**config.mk**
```make
export PLATFORM = sky130hd
export DESIGN_NAME = conv_row_feeder
export DESIGN_NICKNAME = d
export VERILOG_FILES = /design/src/rtl/conv_row_feeder.sv
export SDC_FILE = /design/constraint.sdc
export NUM_CORES = 2
export LEC_CHECK = 0
export BUFFER_PORTS_ARGS = -buffer_cell sky130_fd_sc_hd__buf_2
export CORE_MARGIN = 2
export CORE_UTILIZATION = 40
export DETAILED_ROUTE_END_ITERATION = 10
export PLACE_DENSITY = 0.58
export RECOVER_POWER = 50
export SLEW_MARGIN = 10
export SYNTH_ARGS = -nofsm -noshare
export SYNTH_HDL_FRONTEND = slang
export SYNTH_SLANG_ARGS = --single-unit
```
**constraint.sdc**
```tcl
create_clock -name clk -period 7.56 [get_ports clk]
set_clock_uncertainty 0.1 [all_clocks]
set_input_delay 0.756 -clock clk [delete_from_list [all_inputs] [get_ports clk]]
set_output_delay 0.756 -clock clk [all_outputs]
set_load 0.03 [all_outputs]
```
**src/rtl/conv_row_feeder.sv**
```systemverilog
// Buffers a raster pixel stream in a 4-row ring and issues zero-padded
// 3-row windows to the conv engine, one window per output row.
module conv_row_feeder #(
  parameter int D          = 4,
  parameter int H          = 12,
  parameter int W          = 12,
  parameter int DATA_WIDTH = 8
) (
  input  logic                            clk,
  input  logic                            rstn_i,
  input  logic [DATA_WIDTH*D-1:0]         pix_i,
  input  logic                            pix_valid_i,
  output logic                            pix_ready_o,
  output logic [DATA_WIDTH*D*(W+2)-1:0]   image0_o,
  output logic [DATA_WIDTH*D*(W+2)-1:0]   image1_o,
  output logic [DATA_WIDTH*D*(W+2)-1:0]   image2_o,
  output logic                            image_start_o,
  input  logic                            conv_done_i,
  output logic [$clog2(H)-1:0]            row_idx_o,
  output logic                            frame_done_o,
  output logic                            busy_o
);

  localparam int BEAT_W = DATA_WIDTH * D;
  localparam int IMG_W  = DATA_WIDTH * D * (W + 2);
  localparam int CW     = (W > 1) ? $clog2(W) : 1;
  localparam int RW     = $clog2(H + 3);
  localparam int RIW    = $clog2(H);

  typedef enum logic [1:0] {IDLE, ISSUE, WAIT_DONE, WAIT_DONE_LAST} state_t;

  state_t            state, state_n;
  logic [CW-1:0]     col_in, col_in_n;
  logic [RW-1:0]     row_in, row_in_n;
  logic [RW-1:0]     out_row, out_row_n;
  logic [RW-1:0]     need_rows;
  logic [BEAT_W-1:0] ring [4][W];
  logic              accept;
  logic              capture;
  logic              last_done;
  logic [1:0]        slot0, slot1, slot2;
  logic [IMG_W-1:0]  win0, win1, win2;

  assign accept        = pix_valid_i && pix_ready_o;
  assign image_start_o = (state == ISSUE);
  assign need_rows     = (out_row + RW'(2) > RW'(H)) ? RW'(H) : out_row + RW'(2);

  // Row storage is plain data and deliberately keeps its contents across reset.
  always_ff @(posedge clk) begin
    if (accept) ring[row_in[1:0]][col_in] <= pix_i;
  end

  assign slot0 = 2'(out_row - RW'(1));
  assign slot1 = out_row[1:0];
  assign slot2 = 2'(out_row + RW'(1));

  always_comb begin
    win0 = '0;
    win1 = '0;
    win2 = '0;
    for (int j = 0; j < W; j++) begin
      for (int i = 0; i < D; i++) begin
        win0[DATA_WIDTH*((W+2)*i + j + 1) +: DATA_WIDTH] = ring[slot0][j][DATA_WIDTH*i +: DATA_WIDTH];
        win1[DATA_WIDTH*((W+2)*i + j + 1) +: DATA_WIDTH] = ring[slot1][j][DATA_WIDTH*i +: DATA_WIDTH];
        win2[DATA_WIDTH*((W+2)*i + j + 1) +: DATA_WIDTH] = ring[slot2][j][DATA_WIDTH*i +: DATA_WIDTH];
      end
    end
    // Rows outside the image are vertical zero padding.
    if (out_row == '0) win0 = '0;
    if (out_row == RW'(H - 1)) win2 = '0;
  end

  always_comb begin
    state_n   = state;
    col_in_n  = col_in;
    row_in_n  = row_in;
    out_row_n = out_row;
    capture   = 1'b0;
    last_done = 1'b0;
    if (accept) begin
      if (col_in == CW'(W - 1)) begin
        col_in_n = '0;
        row_in_n = row_in + RW'(1);
      end else begin
        col_in_n = col_in + CW'(1);
      end
    end
    unique case (state)
      IDLE: begin
        if (row_in >= need_rows) begin
          capture = 1'b1;
          state_n = ISSUE;
        end
      end
      ISSUE: begin
        out_row_n = out_row + RW'(1);
        state_n   = (out_row == RW'(H - 1)) ? WAIT_DONE_LAST : WAIT_DONE;
      end
      WAIT_DONE: begin
        if (conv_done_i) state_n = IDLE;
      end
      WAIT_DONE_LAST: begin
        if (conv_done_i) begin
          last_done = 1'b1;
          state_n   = IDLE;
          col_in_n  = '0;
          row_in_n  = '0;
          out_row_n = '0;
        end
      end
      default: state_n = IDLE;
    endcase
  end

  // Control registers; ready is computed from next-state values so it is exact.
  always_ff @(posedge clk or negedge rstn_i) begin
    if (!rstn_i) begin
      state        <= IDLE;
      col_in       <= '0;
      row_in       <= '0;
      out_row      <= '0;
      pix_ready_o  <= 1'b0;
      frame_done_o <= 1'b0;
      busy_o       <= 1'b0;
    end else begin
      state        <= state_n;
      col_in       <= col_in_n;
      row_in       <= row_in_n;
      out_row      <= out_row_n;
      pix_ready_o  <= (row_in_n <= out_row_n + RW'(2)) && (row_in_n < RW'(H)) &&
                      (state_n != WAIT_DONE_LAST);
      frame_done_o <= last_done;
      if (last_done)   busy_o <= 1'b0;
      else if (accept) busy_o <= 1'b1;
    end
  end

  // Window capture stage: held until the next capture.
  always_ff @(posedge clk or negedge rstn_i) begin
    if (!rstn_i) begin
      image0_o  <= '0;
      image1_o  <= '0;
      image2_o  <= '0;
      row_idx_o <= '0;
    end else if (capture) begin
      image0_o  <= win0;
      image1_o  <= win1;
      image2_o  <= win2;
      row_idx_o <= out_row[RIW-1:0];
    end
  end

endmodule

```
# After elaboration in Yosys (flattened, before gate mapping)
# Memories as Yosys holds them, arrays and structs flattened. A register that Yosys moved wholly into a read port is not among the register bits.
# Cells that the tools add are included.
[totals]
reg_bits = 917
ram_bits = 1536
in_bits = 36
output_inout_bits = 1352
word_cells = 66
memories = 1
[memory_table]
columns = ["name", "depth", "word_bits", "rd", "rd_ports_with_merged_regs", "write_ports", "line", "source"]
rows = [
  ["ring", 4, 384, 3, 1, 1, "37", "logic [BEAT_W-1:0] ring [4][W];"],
]
[classes]
n_addsub = 6
n_lt_le_gt_ge = 6
n_eq_ne = 6
mux = 27
bitwise_logic = 1
reduce_logical = 9
[op_table]
columns = ["cell", "n"]
rows = [
  ["$mux 440", 2],
  ["$mux 384", 1],
  ["$demux 32 s4", 1],
  ["$mux 4", 10],
  ["$mux 32", 1],
  ["$add 4x1->4 const B", 3],
  ["$add 4x2->4 const B", 2],
  ["$eq 4x4->1 const B", 2],
  ["$mux 1", 8],
  ["$pmux 4 s2", 1],
  ["$pmux 2 s3", 1],
  ["$ge 5x5->1 const B", 1],
  ["$lt 5x1->1 const B", 1],
  ["$not 4->5", 1],
  ["$eq 2x2->1 const B", 2],
  ["$ge 4x4->1", 1],
  ["$gt 4x4->1 const B", 1],
  ["$le 4x4->1", 1],
  ["$logic_and 1x1->1", 4],
  ["$logic_not 4->1", 1],
  ["$lt 4x4->1 const B", 1],
  ["$mux 2", 2],
  ["$eq 2x1->1 const B", 1],
  ["$logic_not 2->1", 1],
  ["other kinds (5)", 5],
]

# Logic depth before layout (Yosys ltp)
[depth]
word_depth = 8
ltp_mapped = 20
ltp_nobuf = 11

# Worst setup path before layout
# No wires, ideal clock.
[synth_path]
kind = "input to register"
start = "input port pix_valid_i"
end = "register pix_ready_o"
setup_ns = 0.066
arrival_ns = 4.299
required_ns = 7.394
path_slack_ns = 3.095
path_stages = 8
path_cell_list = "nand3_1 -> nor3_1 -> xnor2_1 -> nor2_1 -> ha_1 -> o211ai_1 -> o2bb2ai_1 -> o311a_1"
[synth_via]
elab_chain_cells = 7
[synth_lines]
columns = ["item", "line", "source"]
rows = [
  ["from (decl)", "12", "input logic pix_valid_i,"],
  ["$logic_and 1x1->1 *", "44", "assign accept = pix_valid_i && pix_ready_o;"],
  ["$mux 4 *", "80", "if (accept) begin"],
  ["$mux 4", "103", "if (conv_done_i) begin"],
  ["$mux 4 *", "88", "unique case (state)"],
  ["named net row_in_n[2]", "34", "logic [RW-1:0] row_in, row_in_n;"],
  ["$le 4x4->1 or $lt 4x4->1 (tied branches)", "130", "pix_ready_o <= (row_in_n <= out_row_n + RW'(2)) && (row_in_n < RW'(H)) &&"],
  ["$logic_and 1x1->1 * (2 in series)", "130", ""],
  ["to (signal assigned)", "130", ""],
  ["to (decl)", "13", "output logic pix_ready_o,"],
]
# Mark *: on every way through the listed nets, which the timed path passes. The rest lies on a longest branch.
# A chain may end at the register's enable or synchronous reset.

==> impl_metrics.yaml <==
synth:
  syn_inst: 7000
  ys_seq_elements: 2709
  avgSynthCellArea_um2: 17.8
  syn_area_mm2: 0.125
  synth.distinct_cells: 38
  yosysWarnings: 0
  synth_seq_area_share: 0.604
clock_network:
  ctsHtreeMaxLevel: 5
  cts_buffer_depth: 4
  numCtsBuffers: 303
  cts_tree: "yes"
  postCtsSetupRepairBufs: 0
  cts_sinks: 2709
  cts-root-buf: "clkbuf_16"
  clock_latency_ns: 0.93
  clk_pin_slew_worst_paths_ns: 0.06
worst_setup_path:
  worst_path_max_delay_cell: "clkbuf_1"
  crit_buf_inv: 4
  critical-path-max-stage-delay_ns: 2.66
  path_cells: "dlygate4sd3_1 -> buf_12 -> clkbuf_1 -> clkbuf_2"
  crit_family: "buffers and inverters"
  critPathKind: "primary input to async pin"
  worst_ep_required_time_ns: 8.27
  path_max_fanout: 92
  cp.arrival_ns: 6.14
  critPathLaunchType: "primary input"
  endpoint_kind: "async pin"
drt:
  route.vias.total: 71210
  wl_per_cell_um: 31.5
  ant_nets: 0
  drc: 0
  drtIter0Drc: 7301
  wl_um: 396000
  viasPerCell: 5.66
  first_pass_iters: 5
power:
  power.total_mw: 71.4
  vdd_ir_drop_max_mv: 0.537
  pwr_density_cell_mw_per_mm2: 499
  leakagePower_nw: 52.8
global_route:
  grt_overflow: 0
  gr-usage-all-layers: 0.245
  first_global_vias: 71892
  grt_pass1_wl_um: 554000
  antenna_found_initial: 34
  grt_max_degree: 158
sta:
  timing.setup.tns_ns: 0
  rsz0062_at_grt: "no"
  worst_pin_slew_ns: 4.78
  period_minus_slack_ns: 5.43
  finalMaxSlewViolations: 1889
  slew_headroom: -2.19
  finalCritPeriodShare: 0.718
  clock.fmax_ghz: 0.184
  setup_viol: 0
  hold_viol_final: 0
floorplanning:
  die_w_um: 563
  initial_core_util: 0.401
  io_pins: 1388
  rows: 205
  fp.dieH_um: 563
  die_area_mm2: 0.317
  coreArea_mm2: 0.311
place:
  placed_cell_area_mm2: 0.134
  globalplace.congestion: 0.843
  io_buffers: 1195
  post-dp-hpwl_um: 250000
finish:
  final_common_cell: "edfxtp_1"
  num-nets-final: 8218
  area_growth_pct: 14.5
  final_cell_mix: "edfxtp_1, dfrtp_1, mux4_2, clkbuf_1, mux2_2"
  fin_area_mm2: 0.143
  drive_gt1_frac: 0.352
status:
  outcome: "finished, violations left"
  violations: "capacitance limit, slew limit"
worst_hold_path:
  hold_path_class: "primary input to flip-flop"
flow_run:
  cap_violations: 39
==> final timing paths <==
check / startpoint / to / slack [ns] / cells past startpoint
worst max-delay path: rstn_i / image2_o[435]$_DFFE_PN0P_ / 2.13 / 4
worst min-delay path: conv_done_i / state[1]$_DFF_PN0_ / 0.11 / 3
worst max register to register: out_row[1]$_DFF_PN0_ / image0_o[179]$_DFFE_PN0P_ / 2.25 / 10
worst min register to register: image1_o[84]$_DFFE_PN0P_ / image1_o[84]$_DFFE_PN0P_ / 0.40 / 1
max in group clk: out_row[1]$_DFF_PN0_ / image0_o[179]$_DFFE_PN0P_ / 2.25 / 10
min in group asynchronous: rstn_i / image0_o[180]$_DFFE_PN0P_ / 0.27 / 2
==> where the power goes <==
part	switching, mW	internal [mW]	total [mW]
logic	19.8	14.1	33.9
clock network	6.24	8.72	15.0
registers	3.21	19.4	22.6
==> worst register-to-register path: cells and delay by family, from the launching register on <==
family          cells  cell delay (ns)
flops               1             1.71
mux                 1             0.64
fa+ha+maj           2             0.70
simple gates        4             0.73
xor+xnor            1             0.10
compound gates      1             0.60
buf+inv             1             0.63
==> synth_stat cells <==
master	n	area, µm²
a21oi_1	7	35.0
a22oi_1	1	7.51
and2_1	21	131
and3_1	33	206
and4b_1	1	10.0
buf_1	4	15.0
buf_2	149	746
buf_4	283	2120
buf_6	114	1280
clkbuf_1	120	450
conb_1	1	3.75
dfrtp_1	1173	29400
edfxtp_1	1536	46100
ha_1	21	263
inv_1	395	1480
mux2_1	1	11.3
mux2_2	771	8680
mux2i_1	385	3850
mux4_2	1152	25900
nand2_1	398	1490
nand2b_1	3	18.8
nand3_1	2	10.0
nand3b_1	1	7.51
nand4_1	1	6.26
nor2_1	12	45.0
nor2b_1	385	2410
nor3_1	6	30.0
nor3b_1	1	7.51
nor3b_2	2	25.0
o211ai_1	1	7.51
o21ai_0	7	35.0
o2bb2ai_1	2	17.5
o311a_1	1	10.0
o31a_1	1	8.76
o31ai_1	1	7.51
or2_2	1	6.26
or3_1	1	6.26
xnor2_1	6	52.6
==> per-layer routing <==
layer | up-vias | part of all wire | GRT usage | wire length, µm
li1 | 28942 | - | - | -
met1 | 38443 | 0.37 | 0.306 | 146000
met2 | 3227 | 0.48 | 0.397 | 189000
met3 | 596 | 0.095 | 0.0663 | 37500
met4 | 2 | 0.057 | 0.118 | 22700
met5 | - | 0.000033 | 0 | 13
==> registers in the layout, summed over array words and instances (netlist names), 2 cells and up <==
| name | flops |
|---|---|
| row_in | 4 |
| out_row | 4 |
| col_in | 4 |
| row_idx_o | 4 |
| state | 2 |
| image1_o | 384 |
| ring | 1536 |
| image0_o | 384 |
| image2_o | 384 |
==> cell type report <==
cell class	count	area (µm²)
diodes	17	42.5
fillers	27203	168000
clock buffers	448	8740
multi-input cells	3417	44200
repair buffers	1335	6530
well taps	4140	5180
clock inverters	111	1390
flip-flops and latches	2709	75500
inverters	395	1480
==> stage by stage <==
stage | cells | hold slack (ns) | setup slack [ns] | utilization
after floorplan | 7191 | 0.360 | 3.10 | -
after CTS | 12555 | 0.0343 | 2.86 | 0.463
final | 12572 | 0.108 | 2.13 | 0.459
after global routing | 12559 | 0.0767 | 1.40 | 0.459
after global placement | 11995 | 0.375 | 2.50 | 0.430
after detailed placement | 11995 | 0.390 | 2.84 | 0.430
==> what timing repair did <==
action	CTS	global route
endpoints found under the hold margin	78	0
hold buffers	1	0
resized for setup	0	0
==> cells by family after synthesis <==
family,count (synthesis),synth area share
AO/OA/AOI/OAI,21,0.00103
AND/OR/NAND/NOR,868,0.0353
XOR/XNOR,6,0.000421
flip-flops,2709,0.604
multiplexers,2309,0.308
buffers and inverters,1065,0.0488
other,1,0.0000300
adder cells (fa/ha/maj),21,0.00210
(Power assumes the default switching activity.)
